===== config.mk =====
export PLATFORM = sky130hd
export DESIGN_NAME = cn_min_update
export DESIGN_NICKNAME = d
export VERILOG_FILES = /design/src/rtl/cn_min_update.sv
export SDC_FILE = /design/constraint.sdc
export NUM_CORES = 1
export LEC_CHECK = 0
export BUFFER_PORTS_ARGS = -buffer_cell sky130_fd_sc_hd__buf_2
export CAP_MARGIN = 25
export CORE_UTILIZATION = 35
export CTS_CLUSTER_DIAMETER = 80
export DETAILED_ROUTE_END_ITERATION = 12
export PLACE_DENSITY_LB_ADDON = 0.25
export SYNTH_ARGS = -nofsm -noshare
export SYNTH_HDL_FRONTEND = slang
export SYNTH_SLANG_ARGS = --single-unit

===== constraint.sdc =====
create_clock -name i_clk -period 4.07 [get_ports i_clk]
set_input_delay 0.407 -clock i_clk [delete_from_list [all_inputs] [get_ports i_clk]]
set_output_delay 0.407 -clock i_clk [all_outputs]
set_load 0.02 [all_outputs]

===== src/rtl/cn_min_update.sv =====
// Check-node update stage: folds one row of serial v2c messages into
// {min0, min1, idx0, sign_tot} and emits per-message signs.
module cn_min_update #(
    parameter int MSG_WIDTH   = 6,
    parameter int COL_CNT_WID = 7
) (
    input  logic                   i_clk,
    input  logic                   i_rst_n,
    input  logic                   i_v2c_vld,
    input  logic [MSG_WIDTH-1:0]   i_v2c,
    input  logic [COL_CNT_WID-1:0] i_col_cnt,
    input  logic                   i_row_start,
    input  logic                   i_row_end,
    output logic                   o_v2c_sign,
    output logic                   o_v2c_sign_vld,
    output logic [MSG_WIDTH-2:0]   o_v2c_abs_0,
    output logic [MSG_WIDTH-2:0]   o_v2c_abs_1,
    output logic [COL_CNT_WID-1:0] o_idx_0,
    output logic                   o_v2c_sign_tot,
    output logic                   o_rslt_vld,
    output logic                   o_busy,
    output logic                   o_seq_err
);
    localparam int MAG_W = MSG_WIDTH - 1;
    localparam logic [MAG_W-1:0] MAG_MAX = '1;

    typedef enum logic {IDLE, ACC} state_t;

    state_t                 state_q, state_d;
    logic [MAG_W-1:0]       min0_q, min0_d, min1_q, min1_d;
    logic [COL_CNT_WID-1:0] idx0_q, idx0_d;
    logic                   sacc_q, sacc_d;
    logic                   seq_err_q, seq_err_d;
    logic [MAG_W-1:0]       abs0_q, abs1_q;
    logic [COL_CNT_WID-1:0] idx_q;
    logic                   stot_q, rslt_vld_q, sign_q, sign_vld_q;

    logic                   in_sign;
    logic [MSG_WIDTH-1:0]   neg;
    logic [MAG_W-1:0]       in_abs;
    logic                   accept, emit;
    logic [MAG_W-1:0]       n_min0, n_min1;
    logic [COL_CNT_WID-1:0] n_idx0;
    logic                   n_sacc;

    // The most negative input has no positive counterpart; clamp it to max magnitude.
    assign in_sign = i_v2c[MSG_WIDTH-1];
    assign neg     = -i_v2c;
    assign in_abs  = !in_sign ? i_v2c[MAG_W-1:0]
                   : (neg[MSG_WIDTH-1] ? MAG_MAX : neg[MAG_W-1:0]);

    always_comb begin
        state_d   = state_q;
        min0_d    = min0_q;
        min1_d    = min1_q;
        idx0_d    = idx0_q;
        sacc_d    = sacc_q;
        seq_err_d = seq_err_q;
        accept    = 1'b0;
        emit      = 1'b0;
        n_min0    = min0_q;
        n_min1    = min1_q;
        n_idx0    = idx0_q;
        n_sacc    = sacc_q;
        if (i_v2c_vld) begin
            if (i_row_start) begin
                // A start while accumulating drops the partial row and restarts.
                accept = 1'b1;
                if (state_q == ACC) seq_err_d = 1'b1;
                n_min0 = in_abs;
                n_min1 = MAG_MAX;
                n_idx0 = i_col_cnt;
                n_sacc = in_sign;
            end else if (state_q == ACC) begin
                accept = 1'b1;
                n_sacc = sacc_q ^ in_sign;
                if (in_abs < min0_q) begin
                    n_min1 = min0_q;
                    n_min0 = in_abs;
                    n_idx0 = i_col_cnt;
                end else if (in_abs < min1_q) begin
                    n_min1 = in_abs;
                end
            end else begin
                seq_err_d = 1'b1;
            end
            if (accept) begin
                if (i_row_end) begin
                    emit    = 1'b1;
                    state_d = IDLE;
                    min0_d  = MAG_MAX;
                    min1_d  = MAG_MAX;
                    idx0_d  = '0;
                    sacc_d  = 1'b0;
                end else begin
                    state_d = ACC;
                    min0_d  = n_min0;
                    min1_d  = n_min1;
                    idx0_d  = n_idx0;
                    sacc_d  = n_sacc;
                end
            end
        end
    end

    always_ff @(posedge i_clk) begin
        if (!i_rst_n) begin
            state_q    <= IDLE;
            min0_q     <= MAG_MAX;
            min1_q     <= MAG_MAX;
            idx0_q     <= '0;
            sacc_q     <= 1'b0;
            seq_err_q  <= 1'b0;
            abs0_q     <= '0;
            abs1_q     <= '0;
            idx_q      <= '0;
            stot_q     <= 1'b0;
            rslt_vld_q <= 1'b0;
            sign_q     <= 1'b0;
            sign_vld_q <= 1'b0;
        end else begin
            state_q    <= state_d;
            min0_q     <= min0_d;
            min1_q     <= min1_d;
            idx0_q     <= idx0_d;
            sacc_q     <= sacc_d;
            seq_err_q  <= seq_err_d;
            rslt_vld_q <= emit;
            sign_vld_q <= accept;
            if (accept) sign_q <= in_sign;
            if (emit) begin
                abs0_q <= n_min0;
                abs1_q <= n_min1;
                idx_q  <= n_idx0;
                stot_q <= n_sacc;
            end
        end
    end

    assign o_v2c_sign     = sign_q;
    assign o_v2c_sign_vld = sign_vld_q;
    assign o_v2c_abs_0    = abs0_q;
    assign o_v2c_abs_1    = abs1_q;
    assign o_idx_0        = idx_q;
    assign o_v2c_sign_tot = stot_q;
    assign o_rslt_vld     = rslt_vld_q;
    assign o_busy         = (state_q == ACC);
    assign o_seq_err      = seq_err_q;
endmodule


==> results.yml, run 1 <==
yosys:
  ys_ff_latch: 41
  avgSynthCellArea_um2: 9.39
  netlist_area_um2: 2060
  synth-seq-area-share_pct: 39.9
  synth_fp_nets: 247
  synthArstFlopShare_pct: 0
  ys.flop_type: "dfxtp_1"
  yosys_warnings: 0
  synth_cell_type_count: 46
  syn_inst: 219
  synth_edf_count: 0
drt:
  drcViolationCount: 0
  via_per_inst: 5.32
  firstDrtPassIters: 4
  routedWlPerCell_um: 14.5
  first_iter_violations: 102
  vias: 1771
  ant_nets: 0
  routed_wl_um: 4820
timing:
  finalCritPeriodShare_pct: 83.2
  worst_pin_slew_ns: 0.792
  fin_worst_skew_ns: 0.00978
  rsz0062_at_grt: "false"
  hold_violations: 0
  maxSlewHeadroom_pct: 46.8
  fmax_ghz: 0.295
  fin_crit_ns: 3.39
  setup_viol: 0
  drv_slew: 0
  fin_ws_ns: 0.683
  finalSetupTns_ns: 0
power_and_ir_drop:
  clkPwrFrac_pct: 35.2
  power.density_nw_per_um2: 367
  p_leak_nw: 1.19
  switching_power_mw: 0.238
  seqPwrFrac_pct: 48.1
  vdd_drop_max_mv: 0.224
  intPower_mw: 0.654
  combPwrFrac_pct: 16.7
  swShare_pct: 26.7
die:
  ioPinCount: 41
  coreArea_um2: 5570
  start_util_pct: 36.9
  die_h_um: 78.7
  design.die.area_um2: 6190
  dieWidth_um: 78.7
  rows: 27
place:
  gp_congestion: 0.868
  dp_hpwl_um: 3610
  portBuffers: 40
  place_inst: 326
  place_ws_ns: 0.337
clock_tree:
  clock_sinks: 41
  post-cts-setup-buffer-count: 0
  path_clk_slew_ns: 0.07
  hold_buffers: 0
  htree_levels: 2
  numCtsBuffers: 5
  cts-root-buf: "clkbuf_8"
  postCtsResizedCells: 0
  clk_path_buf_depth: 2
  cts_tree: "done"
  insertion_delay_ns: 0.29
layout:
  finalNetCount: 289
  drive_gt1_share_pct: 22.2
  antenna_cells: 0
  area_growth_pct: 18.1
  fin_cells: 333
setup_path:
  critPathRequiredTime_ns: 4.30
  cp-start-kind: "input port"
  critPathKind: "input port to flop"
  crit_fanout: 14
  cp-end-kind: "flop"
  r2r_cells: 8
  worst_ep_arrival_time_ns: 3.62
job:
  maxCapViolations: 0
grt:
  grt_pass1_wl_um: 8060
  overflow: 0
  track_usage_pct: 16.9
  antenna_found_initial: 0
  grt_pass1_vias: 1676
  grt_max_degree: 19
min_path:
  hold_class: "input port to flop"
  holdPathStages: 2
outcome:
  status: "finished, final reports clean"
## state kept, by name (all words and copies together) (netlist names)
signal          cells
idx0_q              7
o_v2c_sign          1
o_rslt_vld          1
min1_q              5
sacc_q              1
o_seq_err           1
o_v2c_sign_tot      1
o_v2c_sign_vld      1
o_busy              1
o_idx_0             7
o_v2c_abs_1         5
min0_q              5
o_v2c_abs_0         5
## synthesized netlist by cell type (5+ instances only)
master     instances  area share, %
dfxtp_1           41             40
nand2_1           20            3.6
inv_1             17            3.1
mux2i_1           16            7.8
o21ai_0           15            3.6
a22o_1            12            5.1
ha_1              10            6.1
a31oi_1            9            2.7
nor2_1             9            1.6
o21ai_1            9            2.2
clkbuf_1           6            1.1
a2bb2oi_1          5            2.1
o211a_1            5            2.4
## metrics by stage
| step | power (mW) | hold slack (ns) | instance area, um2 | util [%] |
|---|---|---|---|---|
| CTS | 0.902 | 0.347 | 2430 | 43.6 |
| global placement | 0.587 | 0.433 | 2320 | 41.7 |
| global route | 0.942 | 0.342 | 2430 | 43.6 |
| floorplan | 0.539 | 0.442 | 2060 | - |
| detailed placement | 0.588 | 0.438 | 2320 | 41.7 |
| finish | 0.892 | 0.353 | 2430 | 43.6 |
## worst max-delay path: stages
cell,delay (ns)
buf_2,0.13
nor4b_1,0.53
a21oi_1,0.14
a21oi_1,0.27
ha_1,0.28
and4_1,0.23
a211oi_4,0.44
a21oi_4,0.24
nor3_1,0.68
a22o_1,0.25
## routing by layer
metal | vias up | global-route usage [%] | wire length [um]
met4 | 0 | 7.96 | 107
met2 | 48 | 25.8 | 2100
met1 | 824 | 22.7 | 2390
li1 | 891 | - | -
met5 | - | 0 | 0
met3 | 8 | 3.26 | 233
## cell families after synthesis
| kind of cell | Yosys count | share of synthesized area, % |
|---|---|---|
| AO/OA/AOI/OAI | 80 | 29.9 |
| AND/OR/NAND/NOR | 47 | 11.0 |
| flip-flops | 41 | 39.9 |
| buffers and inverters | 25 | 5.29 |
| multiplexers | 16 | 7.79 |
| adder cells (fa/ha/maj) | 10 | 6.08 |
## final timing paths
| check | startpoint | end | slack [ns] |
|---|---|---|---|
| worst min-delay path | i_col_cnt[1] | idx0_q[1] | 0.35 |
| worst min register to register | o_idx_0[1] | o_idx_0[1] | 0.44 |
| worst max register to register | min0_q[2] | idx0_q[4] | 1.35 |
| worst max-delay path | i_v2c[2] | idx0_q[4] | 0.68 |
## final cells by class
cell class | instances | area (um2)
Fill cell | 555 | 3150
Multi-Input combinational cell | 153 | 1130
Sequential cell | 41 | 821
Timing Repair Buffer | 43 | 223
Tap cell | 72 | 90.1
Clock buffer | 5 | 68.8
Inverter | 17 | 63.8
Clock inverter | 2 | 35.0
## cells in the final DEF, fill, tap and decap left out, drive strengths merged, types with 2 or more instances in the layout
cell type / count
o211a: 5
buf: 43
a21boi: 3
dfxtp: 41
o21ai: 26
o21a: 2
ha: 10
clkbuf: 5
nand2b: 3
nor2b: 4
a31oi: 9
nand2: 20
nand3: 2
a22o: 12
o211ai: 2
a2bb2oi: 5
a21oi: 4
or3: 2
inv: 17
nor3: 2
mux2i: 16
a211oi: 3
nor2: 9
## power groups by stage
stage / combinational (mW) / clock, mW / sequential, mW
after CTS: 0.150 / 0.323 / 0.429
after floorplan: 0.0885 / 0 / 0.451
after global placement: 0.149 / 0 / 0.438
after detailed placement: 0.149 / 0 / 0.439
final: 0.149 / 0.314 / 0.429
after global routing: 0.166 / 0.345 / 0.432
(Power assumes the default switching activity.)
==> inputs of run 2 (changes only) <==
==> constraint.sdc (replaced) <==
create_clock -name i_clk -period 3.3 [get_ports i_clk]
set_input_delay 0.33 -clock i_clk [delete_from_list [all_inputs] [get_ports i_clk]]
set_output_delay 0.33 -clock i_clk [all_outputs]
set_load 0.02 [all_outputs]
==> results.yml, run 2 (synthesis gave the netlist of run 1 again) <==
timing:
  maxSlewHeadroom_pct: 58.9
  finalCritPeriodShare_pct: 85.2
  finalSetupTns_ns: 0
  fin_worst_skew_ns: 0.00266
  fmax_ghz: 0.356
  fin_crit_ns: 2.81
  rsz0062_at_grt: "false"
  drv_slew: 0
  setup_viol: 0
  worst_pin_slew_ns: 0.610
  hold_violations: 0
min_path:
  hold_class: "input port to flop"
drt:
  drcViolationCount: 0
  via_per_inst: 5.31
  vias: 1783
  ant_nets: 0
  routedWlPerCell_um: 14.4
  routed_wl_um: 4820
  first_iter_violations: 77
  firstDrtPassIters: 4
place:
  portBuffers: 40
  gp_congestion: 0.864
  dp_hpwl_um: 3650
grt:
  met1_usage_pct: 24.1
  antenna_found_initial: 0
  grt_max_degree: 19
  busiest_layer: "met2"
  grtUsageMet2_pct: 24.9
  track_usage_pct: 17.0
  grt_pass1_wl_um: 8080
  grt_pass1_vias: 1666
  gr-usage-met3_pct: 2.67
  overflow: 0
power_and_ir_drop:
  seqPwrFrac_pct: 51.9
  clkPwrFrac_pct: 29.7
  swShare_pct: 28.5
  finalPower_mw: 1.02
  p_leak_nw: 1.20
  intPower_mw: 0.729
  vdd_drop_max_mv: 0.182
  combPwrFrac_pct: 18.4
  switching_power_mw: 0.290
  power.density_nw_per_um2: 420
clock_tree:
  hold_buffers: 0
  numCtsBuffers: 5
  postCtsResizedCells: 0
  clk_path_buf_depth: 2
  path_clk_slew_ns: 0.07
  post-cts-setup-buffer-count: 0
  clock_sinks: 41
  htree_levels: 2
  cts_tree: "done"
  insertion_delay_ns: 0.29
  cts-root-buf: "clkbuf_8"
layout:
  drive_gt1_share_pct: 23.1
  finalNetCount: 293
  layout_commonest_cell: "dfxtp_1"
  layout_common_cells: "dfxtp_1 (41), buf_2 (40), nand2_1 (20)"
  area_growth_pct: 18.1
  antenna_cells: 0
  fill_cells: 583
setup_path:
  worst_ep_arrival_time_ns: 3.00
  critPathKind: "input port to flop"
  critPathRequiredTime_ns: 3.49
  r2r_setup_slack_ns: 0.91
  cp-end-kind: "flop"
  cp-start-kind: "input port"
  crit_fanout: 8
die:
  ioPinCount: 41
  dieWidth_um: 78.7
  coreArea_um2: 5570
  rows: 27
  start_util_pct: 36.9
  die_h_um: 78.7
  design.die.area_um2: 6190
outcome:
  status: "finished, final reports clean"
job:
  maxCapViolations: 0
-- run 2: changes by cell type in the layout (fill, tap and decap cells not counted), sizes merged --
cell,change
buf,+4
bufinv,-1
-- run 2: layout make-up --
class,count,area [um2],share of cell area (%)
Inverter,17,63.8,2.63
Multi-Input combinational cell,153,1130,46.4
Clock buffer,5,68.8,2.83
Tap cell,72,90.1,3.71
Clock inverter,1,5.00,0.206
Sequential cell,41,821,33.8
Timing Repair Buffer,47,253,10.4
-- run 2: critical path: stages --
cell and delay, ns:
buf_2 0.14, inv_1 0.08, ha_1 0.20, nor3b_1 0.14
or3_1 0.30, nand3_1 0.20, ha_1 0.28, and4_1 0.22
a211oi_4 0.36, nand2b_1 0.33, o21ai_0 0.20, a22o_1 0.22
-- run 2: final timing paths --
path                     start              to  cells past startpoint
setup / recovery      i_v2c[1]  o_v2c_abs_1[4]                     12
hold reg to reg     o_idx_0[4]      o_idx_0[4]                      2
hold / removal    i_col_cnt[3]       idx0_q[3]                      2
setup reg to reg        o_busy       min0_q[0]                      7
-- run 2: routing by layer --
metal  routed length (um)  share of wire, %
met1                 2420                50
met2                 2120                44
met3                  195               4.0
met4                   80               1.7
met5                    0                 0
-- run 2: power groups by stage --
stage | clock (mW) | combinational (mW) | sequential, mW
floorplan | 0 | 0.109 | 0.556
global placement | 0 | 0.187 | 0.540
detailed placement | 0 | 0.188 | 0.541
CTS | 0.312 | 0.188 | 0.529
global route | 0.334 | 0.208 | 0.532
finish | 0.303 | 0.187 | 0.529
-- run 2: per-stage QoR --
stage | instance area (um2) | worst slack (ns) | hold WS (ns) | utilization (%) | instances
3_5_place_dp | 2350 | 0.193 | 0.441 | 42.2 | 330
3_3_place_gp | 2350 | 0.251 | 0.434 | 42.2 | 330
5_1_grt | 2430 | 0.275 | 0.261 | 43.6 | 336
2_1_floorplan | 2060 | 0.337 | 0.442 | - | 219
4_1_cts | 2430 | 0.506 | 0.266 | 43.6 | 336
6_report | 2430 | 0.489 | 0.270 | 43.6 | 336
==> inputs of run 3 (changes only) <==
--- a/config.mk
+++ b/config.mk
@@ -5,12 +5,14 @@
 export SDC_FILE = /design/constraint.sdc
 export NUM_CORES = 1
 export LEC_CHECK = 0
+export ABC_CLOCK_PERIOD_IN_PS = 3300
 export BUFFER_PORTS_ARGS = -buffer_cell sky130_fd_sc_hd__buf_2
 export CAP_MARGIN = 25
 export CORE_UTILIZATION = 35
 export CTS_CLUSTER_DIAMETER = 80
 export DETAILED_ROUTE_END_ITERATION = 12
 export PLACE_DENSITY_LB_ADDON = 0.25
+export RECOVER_POWER = 25
 export SYNTH_ARGS = -nofsm -noshare
 export SYNTH_HDL_FRONTEND = slang
 export SYNTH_SLANG_ARGS = --single-unit
==> results.yml, run 3 (synthesis gave the netlist of run 1 again) <==
power_and_ir_drop:
  finalPower_mw: 1.02
  p_leak_nw: 1.13
  power.density_nw_per_um2: 422
  vdd_drop_max_mv: 0.181
timing:
  drv_slew: 0
  whs_ns: 0.268
  maxSlewHeadroom_pct: 59.0
  fin_worst_skew_ns: 0.00280
  hold_violations: 0
  fin_crit_ns: 2.80
  finalSetupTns_ns: 0
  rsz0062_at_grt: "false"
  worst_pin_slew_ns: 0.608
  finalCritPeriodShare_pct: 84.9
  fmax_ghz: 0.357
  setup_viol: 0
setup_path:
  cp-start-kind: "input port"
  cpMostUsedCell: "ha_1"
  crit_chain: "buf_2 -> inv_1 -> ha_1 -> nor3b_1 -> or3_1 -> nand3_1 -> ha_1 -> and4_1 -> a211oi_4 -> nand2b_1 -> o21ai_0 -> a22o_1"
  critPathKind: "input port to flop"
  critPathRequiredTime_ns: 3.49
  cp-end-kind: "flop"
  r2r_start: "o_busy"
  worst_ep_arrival_time_ns: 2.99
  crit_fanout: 8
  cp-startpoint: "i_v2c[1]"
  max_stage_delay_ns: 0.36
  slowest_stage: "a211oi_4"
layout:
  regArea_um2: 821
  drive_gt1_share_pct: 17.0
  layout_commonest_cell: "dfxtp_1"
  antenna_cells: 0
  final_area_um2: 2410
  area_growth_pct: 17.1
  layout_common_cells: "dfxtp_1 (41), buf_2 (24), nand2_1 (20)"
  finalNetCount: 293
  fill_cells: 587
  multi_input_area_um2: 1130
clock_tree:
  numCtsBuffers: 5
  cts_tree: "done"
  insertion_delay_ns: 0.29
  postCtsResizedCells: 0
  hold_buffers: 0
  cts-root-buf: "clkbuf_8"
  clock_sinks: 41
  htree_levels: 2
  post-cts-setup-buffer-count: 0
  path_clk_slew_ns: 0.07
  clk_path_buf_depth: 2
drt:
  vias: 1784
  routedWlPerCell_um: 14.4
  ant_nets: 0
  first_iter_violations: 79
  drcViolationCount: 0
  routed_wl_um: 4830
  firstDrtPassIters: 4
  via_per_inst: 5.31
die:
  design.die.area_um2: 6190
  rows: 27
  coreArea_um2: 5570
  die_h_um: 78.7
  start_util_pct: 36.9
  ioPinCount: 41
  dieWidth_um: 78.7
grt:
  antenna_found_initial: 0
  grt_pass1_vias: 1666
  grt_pass1_wl_um: 8080
  track_usage_pct: 17.0
  grt_max_degree: 19
  overflow: 0
place:
  dp_hpwl_um: 3650
  placed_cell_area_um2: 2350
  portBuffers: 40
  gp_congestion: 0.864
outcome:
  status: "finished, final reports clean"
min_path:
  min_from: "i_col_cnt[3]"
  hold_class: "input port to flop"
job:
  maxCapViolations: 0
-- run 3: changes by cell type in the layout (fill, tap and decap cells not counted), sizes merged --
cell | before | now
clkbuf | 5 | 21
buf | 47 | 31
-- run 3: per-stage QoR --
step                util, %  setup slack [ns]  std cells
detailed placement     42.2             0.193        330
global route           43.2             0.275        336
finish                 43.2             0.498        336
CTS                    43.6             0.506        336
global placement       42.2             0.251        330
floorplan                 -             0.337        219
-- run 3: metal layers --
layer / GRT usage (%) / up-vias / part of all wire, %
li1: - / 901 / -
met5: 0 / - / 0
met4: 7.59 / 0 / 1.7
met3: 2.67 / 7 / 5.3
met2: 24.9 / 48 / 44
met1: 24.1 / 828 / 49
-- run 3: layout make-up --
cell class              count  share of cell area, %
multi-input cells         153                   46.8
flip-flops and latches     41                   34.1
repair buffers             47                   9.66
well taps                  72                   3.74
clock buffers               5                   2.86
inverters                  17                   2.65
clock inverters             1                  0.208
-- run 3: worst paths after layout --
path,to,cells after the start,slack [ns]
setup / recovery,o_v2c_abs_1[4],12,0.50
hold / removal,idx0_q[3],2,0.27
setup reg to reg,min0_q[0],7,0.91
hold reg to reg,o_idx_0[4],2,0.45
-- run 3: where the power goes --
group	total, mW	internal (mW)	switching [mW]
registers	0.530	0.515	0.0141
clock network	0.303	0.139	0.164
logic	0.184	0.0717	0.113
-- run 3: worst max-delay path, delay by kind of cell --
family / cells / cell delay, ns
compound gates: 3 / 0.78
fa+ha+maj: 2 / 0.48
buf+inv: 2 / 0.22
simple gates: 5 / 1.18
